--- src/rtl/divisor_sched_pkg.sv ---
// Shared types and default sizes for the round-robin divider scheduler.
package divisor_sched_pkg;

  localparam int W_DEF     = 7;
  localparam int N_REQ_DEF = 4;

  typedef enum logic [2:0] {
    IDLE  = 3'd0,
    ISSUE = 3'd1,
    ARM   = 3'd2,
    WAIT  = 3'd3,
    RESP  = 3'd4
  } sched_state_t;

endpackage

--- src/rtl/rr_arbiter.sv ---
// Combinational round-robin picker: first requesting index at or after ptr, wrapping.
module rr_arbiter #(
  parameter int N = 4
) (
  input  logic [N-1:0]         req,
  input  logic [$clog2(N)-1:0] ptr,
  output logic [N-1:0]         gnt,
  output logic [$clog2(N)-1:0] gnt_idx,
  output logic                 any
);

  localparam int IW = $clog2(N);

  always_comb begin
    int j;
    j       = 0;
    gnt     = '0;
    gnt_idx = '0;
    any     = 1'b0;
    for (int k = 0; k < N; k++) begin
      j = int'(ptr) + k;
      if (j >= N) j = j - N;
      if (!any && req[j]) begin
        any     = 1'b1;
        gnt_idx = IW'(j);
        gnt[j]  = 1'b1;
      end
    end
  end

endmodule

--- src/rtl/divisor_sched.sv ---
// Shares one divider among N_REQ requesters: round-robin grant, start/done
// sequencing, tagged response; divide-by-zero answered without the divider.
module divisor_sched
  import divisor_sched_pkg::*;
#(
  parameter int N_REQ = N_REQ_DEF,
  parameter int W     = W_DEF
) (
  input  logic                     clk,
  input  logic                     rst,
  input  logic [N_REQ-1:0]         req_valid,
  output logic [N_REQ-1:0]         req_ready,
  input  logic [N_REQ*W-1:0]       req_a,
  input  logic [N_REQ*W-1:0]       req_b,
  output logic                     rsp_valid,
  input  logic                     rsp_ready,
  output logic [$clog2(N_REQ)-1:0] rsp_id,
  output logic [W-1:0]             rsp_q,
  output logic [W-1:0]             rsp_r,
  output logic                     rsp_dz,
  output logic                     div_start,
  output logic [W-1:0]             div_a,
  output logic [W-1:0]             div_b,
  input  logic [W-1:0]             div_q,
  input  logic [W-1:0]             div_r,
  input  logic                     div_done
);

  localparam int IW = $clog2(N_REQ);

  sched_state_t     r_state;
  logic [IW-1:0]    r_ptr;
  logic [N_REQ-1:0] r_req_ready;
  logic             r_rsp_valid;
  logic [IW-1:0]    r_rsp_id;
  logic [W-1:0]     r_rsp_q;
  logic [W-1:0]     r_rsp_r;
  logic             r_rsp_dz;
  logic             r_div_start;
  logic [W-1:0]     r_div_a;
  logic [W-1:0]     r_div_b;

  logic [N_REQ-1:0] w_gnt;
  logic [IW-1:0]    w_gnt_idx;
  logic             w_any;
  logic [W-1:0]     w_sel_a;
  logic [W-1:0]     w_sel_b;

  rr_arbiter #(.N(N_REQ)) u_arb (
    .req     (req_valid),
    .ptr     (r_ptr),
    .gnt     (w_gnt),
    .gnt_idx (w_gnt_idx),
    .any     (w_any)
  );

  assign w_sel_a = req_a[int'(w_gnt_idx)*W +: W];
  assign w_sel_b = req_b[int'(w_gnt_idx)*W +: W];

  // IDLE spends one extra cycle with req_ready high so the accept pulse is registered.
  always_ff @(posedge clk or negedge rst) begin
    if (!rst) begin
      r_state     <= IDLE;
      r_ptr       <= '0;
      r_req_ready <= '0;
      r_rsp_valid <= 1'b0;
      r_rsp_id    <= '0;
      r_rsp_q     <= '0;
      r_rsp_r     <= '0;
      r_rsp_dz    <= 1'b0;
      r_div_start <= 1'b0;
      r_div_a     <= '0;
      r_div_b     <= '0;
    end else begin
      r_div_start <= 1'b0;
      case (r_state)
        IDLE: begin
          if (|r_req_ready) begin
            r_req_ready <= '0;
            if (r_div_b != '0) begin
              r_state     <= ISSUE;
              r_div_start <= 1'b1;
            end else begin
              r_state     <= RESP;
              r_rsp_valid <= 1'b1;
              r_rsp_q     <= '1;
              r_rsp_r     <= r_div_a;
              r_rsp_dz    <= 1'b1;
            end
          end else if (w_any) begin
            r_req_ready <= w_gnt;
            r_div_a     <= w_sel_a;
            r_div_b     <= w_sel_b;
            r_rsp_id    <= w_gnt_idx;
            r_ptr       <= (int'(w_gnt_idx) == N_REQ - 1) ? '0 : w_gnt_idx + 1'b1;
          end
        end
        ISSUE: r_state <= ARM;
        // A level done left over from the previous operation is ignored here.
        ARM:   r_state <= WAIT;
        WAIT: begin
          if (div_done) begin
            r_rsp_q     <= div_q;
            r_rsp_r     <= div_r;
            r_rsp_dz    <= 1'b0;
            r_rsp_valid <= 1'b1;
            r_state     <= RESP;
          end
        end
        RESP: begin
          if (rsp_ready) begin
            r_rsp_valid <= 1'b0;
            r_state     <= IDLE;
          end
        end
        default: r_state <= IDLE;
      endcase
    end
  end

  assign req_ready = r_req_ready;
  assign rsp_valid = r_rsp_valid;
  assign rsp_id    = r_rsp_id;
  assign rsp_q     = r_rsp_q;
  assign rsp_r     = r_rsp_r;
  assign rsp_dz    = r_rsp_dz;
  assign div_start = r_div_start;
  assign div_a     = r_div_a;
  assign div_b     = r_div_b;

endmodule

--- config.mk ---
export PLATFORM = sky130hd
export DESIGN_NAME = divisor_sched
export DESIGN_NICKNAME = d
export VERILOG_FILES = /design/src/rtl/divisor_sched_pkg.sv /design/src/rtl/rr_arbiter.sv /design/src/rtl/divisor_sched.sv
export SDC_FILE = /design/constraint.sdc
export NUM_CORES = 1
export LEC_CHECK = 0
export BUFFER_PORTS_ARGS = -buffer_cell sky130_fd_sc_hd__buf_2
export CAP_MARGIN = 30
export CORE_ASPECT_RATIO = 0.6
export CORE_MARGIN = 2
export CORE_UTILIZATION = 35
export CTS_CLUSTER_SIZE = 10
export DETAILED_ROUTE_END_ITERATION = 10
export PLACE_DENSITY = 0.67
export SYNTH_ARGS = -nofsm -noshare
export SYNTH_HDL_FRONTEND = slang
export SYNTH_SLANG_ARGS = --single-unit
--- constraint.sdc ---
create_clock -name clk -period 5 [get_ports clk]
set_input_delay 0.25 -clock clk [delete_from_list [all_inputs] [get_ports clk]]
set_output_delay 0.25 -clock clk [all_outputs]
set_load 0.01 [all_outputs]
# Yosys cells after proc, flatten, opt, wreduce, memory -nomap -nowiden
# Cells that the tools add are included.
dict set report classes {
  addsub 8
  mul 1
  n_lt_le_gt_ge 12
  n_eq_ne 9
  n_shift 2
  n_mux 62
  n_bitwise 4
  n_reduce_logical 21
}
# operator count
set op_table {}
lappend op_table {{$ge A32 B1 Y1 const B} 4}
lappend op_table {{$lt A32 B4 Y1 const B} 4}
lappend op_table {{$mux W32} 4}
lappend op_table {{$ge A32 B4 Y1 const B} 3}
lappend op_table {{$sub A32 B4 Y32 const B} 3}
lappend op_table {{$mux W7} 6}
lappend op_table {{$shiftx A28 B32 Y7} 1}
lappend op_table {{$pmux W7 S2} 2}
lappend op_table {{$shiftx A28 B6 Y7} 1}
lappend op_table {{$mux W1} 24}
lappend op_table {{$mux W4} 6}
lappend op_table {{$pmux W3 S5} 1}
lappend op_table {{$mux W3} 4}
lappend op_table {{$or A4 B4 Y4} 3}
lappend op_table {{$mux W2} 5}
lappend op_table {{$bmux W1 S2} 4}
lappend op_table {{$demux W1 S2} 4}
lappend op_table {{$ne A2 B2 Y1 const B} 4}
lappend op_table {{$logic_and A1 B1 Y1} 7}
lappend op_table {{$reduce_bool A7 Y1} 1}
lappend op_table {{$add A2 B2 Y3 const B} 2}
lappend op_table {{$eq A3 B2 Y1 const B} 2}
lappend op_table {{$reduce_and A3 Y1} 2}
lappend op_table {{$mul A2 B3 Y5 const B} 1}
lappend op_table {{18 further kinds} 21}
dict set report totals {
  regBits 42
  inputBits 78
  out_inout_bits 37
  word_cells 130
}

# Logic depth before layout (Yosys ltp)
dict set report depth {
  ltp_word 17
  depth_mapped 11
  depth_no_buf 7
}

# Cells and area by module
# Synthesis repeated with hierarchy kept, for this count alone.
dict set report hier_totals {
  cells_unflattened 220
  area_unflattened_um2 2592.5
}
# module instances cells_per_inst area_per_inst_um2 seq_area_each_um2
set by_module_without_submodules {}
lappend by_module_without_submodules {divisor_sched 1 172 2132.0 1051.0}
lappend by_module_without_submodules {rr_arbiter 1 48 460.4 0.0}

# Worst setup path after synthesis
# Ideal clock, no wire load.
dict set report synth_timing {
  path_kind {register -> register}
  from {register r_ptr[0]}
  to {register r_div_a[2], in the netlist div_a[2]}
  setup_time_ns 0.126
  t_arrival_ns 2.752
  t_required_ns 4.874
  slack_ns 2.121
  stages_incl_launch_ff 12
  n_path_buf 4
  synth_period_minus_slack_ns 2.879
  cell_sequence {dfrtp_1 -> buf_6 -> inv_1 -> ha_1 -> buf_2 -> mux4_2 -> nor4_2 -> or2_1 -> buf_2 -> buf_2 -> a221oi_1 -> a311o_1}
}
dict set report synth_via {
  elab_chain_len 17
  elab_cells_between_ends 44
  cone_classes {7 x add/sub; 1 x mul; 4 x order compare; 1 x shift; 24 x mux; 7 x reduce/logical}
}
# element line_no
set synth_rtl {}
lappend synth_rtl {{start, declared} divisor_sched.sv:32} ;# logic [IW-1:0] r_ptr;
lappend synth_rtl {{start signal, assigned} divisor_sched.sv:95} ;# r_ptr <= (int'(w_gnt_idx) == N_REQ - 1) ? '0 : w_gnt_idx + 1'b1;
lappend synth_rtl {{branches (longest 17 deep; another with $sub A32 B4 Y32)} -}
lappend synth_rtl {{end signal, assigned} divisor_sched.sv:92} ;# r_div_a <= w_sel_a;
lappend synth_rtl {{end, declared} divisor_sched.sv:40} ;# logic [W-1:0] r_div_a;
# Parallel ways; which one is timed is not known. The select of a mux whose other input is x is not followed.
# A chain may end at the register's enable or synchronous reset.

# Worst setup path after layout
dict set report layout_timing {
  from {register r_ptr[0]}
  to {register r_div_a[5], in the netlist div_a[5]}
}
# The elaborated chain is that of the path after synthesis.

==> impl_metrics.ini <==
[outcome]
status = finished, final reports clean

[clock_network]
clkTransAtPathRegs_ps = 60
numCtsBuffers = 5
clk_latency_ps = 280
cts_tree = done
clock_path_buffers = 2
cts_setup_buffers = 0
cts_resized = 0
clock-sinks = 42
cts-htree-levels = 2
postCtsHoldBufs = 0
cts_root_buffer = clkbuf_16

[critical_path]
worstSetupEndpointType = register
crit_start = r_ptr[0]
path_class = register to register
cp_max_fo = 29
arrival_ps = 3900
critPathRequiredTime_ps = 5170
r2r_start = r_ptr[0]
startpoint_type = register

[logic_synthesis]
synth_area_leaders = dfrtp_1 (38%), a221oi_1 (5.6%), a311o_1 (5.0%)
syn_inst = 287
synth-edff-count = 0
synth-xor-area-share_pct = 0
seq_area_frac_synth_pct = 37.58
syn-cell-area_um2 = 2796
yosys.area.top_type_share_pct = 37.58
ys_ff_latch = 42
syn_nets = 370
muxShareOfSynthArea_pct = 11.95
synthAdderAreaFrac_pct = 2.237
synthSimpleGateAreaFrac_pct = 18.48
yosysMostFrequentCell = dfrtp_1
synth.top_cells.by_count = dfrtp_1 (42), nor2_1 (27), nand2_1 (25)
syn_avg_cell_area_um2 = 9.744
synth_top_family_by_area = compound AO/OA/AOI/OAI gates
synth-main-ff-cell = dfrtp_1
ys_async_sr_fraction_pct = 100.0
ys_types = 48
synth_top_cell_by_area = dfrtp_1
yosys_warnings = 0
synth_compound_area_share_pct = 24.07

[timing]
slew_headroom_pct = 31.43
fmax_mhz = 267.5
rsz0062_at_grt = false
clock_skew_ps = 3.762
fin_crit_sh_pct = 74.76
hold_violations = 0
setup_viol = 0
slew_viol_final = 0
setup_tns_ps = 0
worstMarginPinSlew_ps = 1027
period_minus_slack_ps = 3738

[global_routing]
use_met1_pct = 26.57
grt_max_degree = 43
grt_busiest_layer = met2
grt_pass1_wl_um = 13250
track_usage_pct = 19.47
use_met3_pct = 5.234
grt.overflow.total = 0
grt_pass1_vias = 2547
grtUsageMet2_pct = 31.74
antenna_found_initial = 0

[final_layout]
antenna-diode-count = 0
layout-drive-gt1-share_pct = 38.78
final_cells = 500
layout.nets = 474
area.growth.synth_to_final_pct = 28.19

[place]
dp_cells = 490
gp_congestion = 0.8170
dp_hpwl_um = 6123
port_buffers = 114

[power]
p_per_area_nw_per_um2 = 656.3
p_leak_nw = 1.630
finalPower_mw = 2.353
vdd_drop_max_mv = 0.1966

[die]
die_x_um = 119.4
fp.coreArea_um2 = 7820
die_area_um2 = 8744
dieHeight_um = 73.24
ios = 115
row_count = 25
start_util_pct = 35.76

[detailed_routing]
dr.pass1.iters = 4
num_vias = 2653
vias_per_cell = 5.306
drc = 0
wire_per_inst_um = 16.62
drt-total-wl_um = 8312
postRouteAntennaNets = 0
drt_iter0_drc = 171

[worst_hold_path]
min_from = div_q[2]
hp-class = input port to register

[flow_run]
cap_violations = 0
## metal layers
metal	wire (um)	up-vias
li1	-	1297
met1	3895	1261
met2	3876	90
met3	494	5
met4	46	0
met5	0	-
## power by group
group / leakage [nW] / switching, mW / total (mW) / internal [mW]
combinational: 1.06 / 0.795 / 1.38 / 0.586
clock: 0.0739 / 0.130 / 0.328 / 0.198
sequential: 0.495 / 0.145 / 0.644 / 0.499
## final timing paths
path	end	slack, ps	cells past startpoint
worst max-delay path	div_a[5]	1260	7
worst min-delay path	rsp_q[2]	180	2
worst max register to register	div_a[5]	1260	7
worst min register to register	rsp_id[1]	500	2
max in group asynchronous	div_b[1]	4280	3
min in group asynchronous	req_ready[1]	300	2
## kinds of logic (layout without fill, tap and decap cells)
kind of cell | Yosys count | in the layout
buf+inv | 29 | 134
fa+ha+maj | 5 | 5
simple gates | 103 | 103
mux | 23 | 23
flops | 42 | 42
compound gates | 85 | 85
## layout by cell type, fill, tap and decap left out, types with 3 or more instances in the layout
master / netlist / final
a31oi_1: 8 / 8
mux2_4: 8 / 8
a221oi_1: 18 / 18
a22o_1: 4 / 4
ha_1: 5 / 5
and2_0: 4 / 4
buf_4: 1 / 3
clkbuf_16: 0 / 5
nor2b_1: 4 / 4
o21ai_0: 15 / 15
dfrtp_1: 42 / 42
a21oi_1: 7 / 6
a311o_1: 14 / 14
nand3_1: 15 / 15
inv_1: 6 / 6
and2_1: 12 / 12
mux2i_1: 3 / 3
mux2_2: 6 / 6
mux4_2: 3 / 3
o31ai_1: 4 / 4
nor2_1: 27 / 27
buf_2: 7 / 114
nand2_1: 25 / 25
## stage by stage
stage	worst slack [ps]	util (%)	hold WS (ps)	cell area, um2
after floorplan	2121	-	-45.59	2796
after global placement	1426	43.38	452.4	3392
after detailed placement	1255	43.57	465.3	3407
after CTS	1234	45.46	167.3	3555
after global routing	962.4	45.84	185.3	3585
final	1262	45.84	181.9	3585
## sequential cells by signal (all words and copies together) (netlist names), 2 cells and up
name / flops
rsp_r: 7
rsp_q: 7
div_b: 7
rsp_id: 2
r_ptr: 2
r_state: 3
req_ready: 4
div_a: 7
## area by class of cell
type / instances / area, um2
clock buffers: 7 / 142.6
clock inverters: 1 / 5.005
fillers: 791 / 4235
inverters: 6 / 22.52
multi-input cells: 216 / 1590
flip-flops and latches: 42 / 1051
well taps: 108 / 135.1
repair buffers: 120 / 638.1
## critical path, cell delays in order, from the launching register on
cell and delay [ps]:
dfrtp_1 760, inv_1 190, ha_1 520, mux4_2 640, nor4_2 290, or2_1 720
a221oi_1 120, a311o_1 370
No activity file was read; power rests on OpenSTA's default activity.
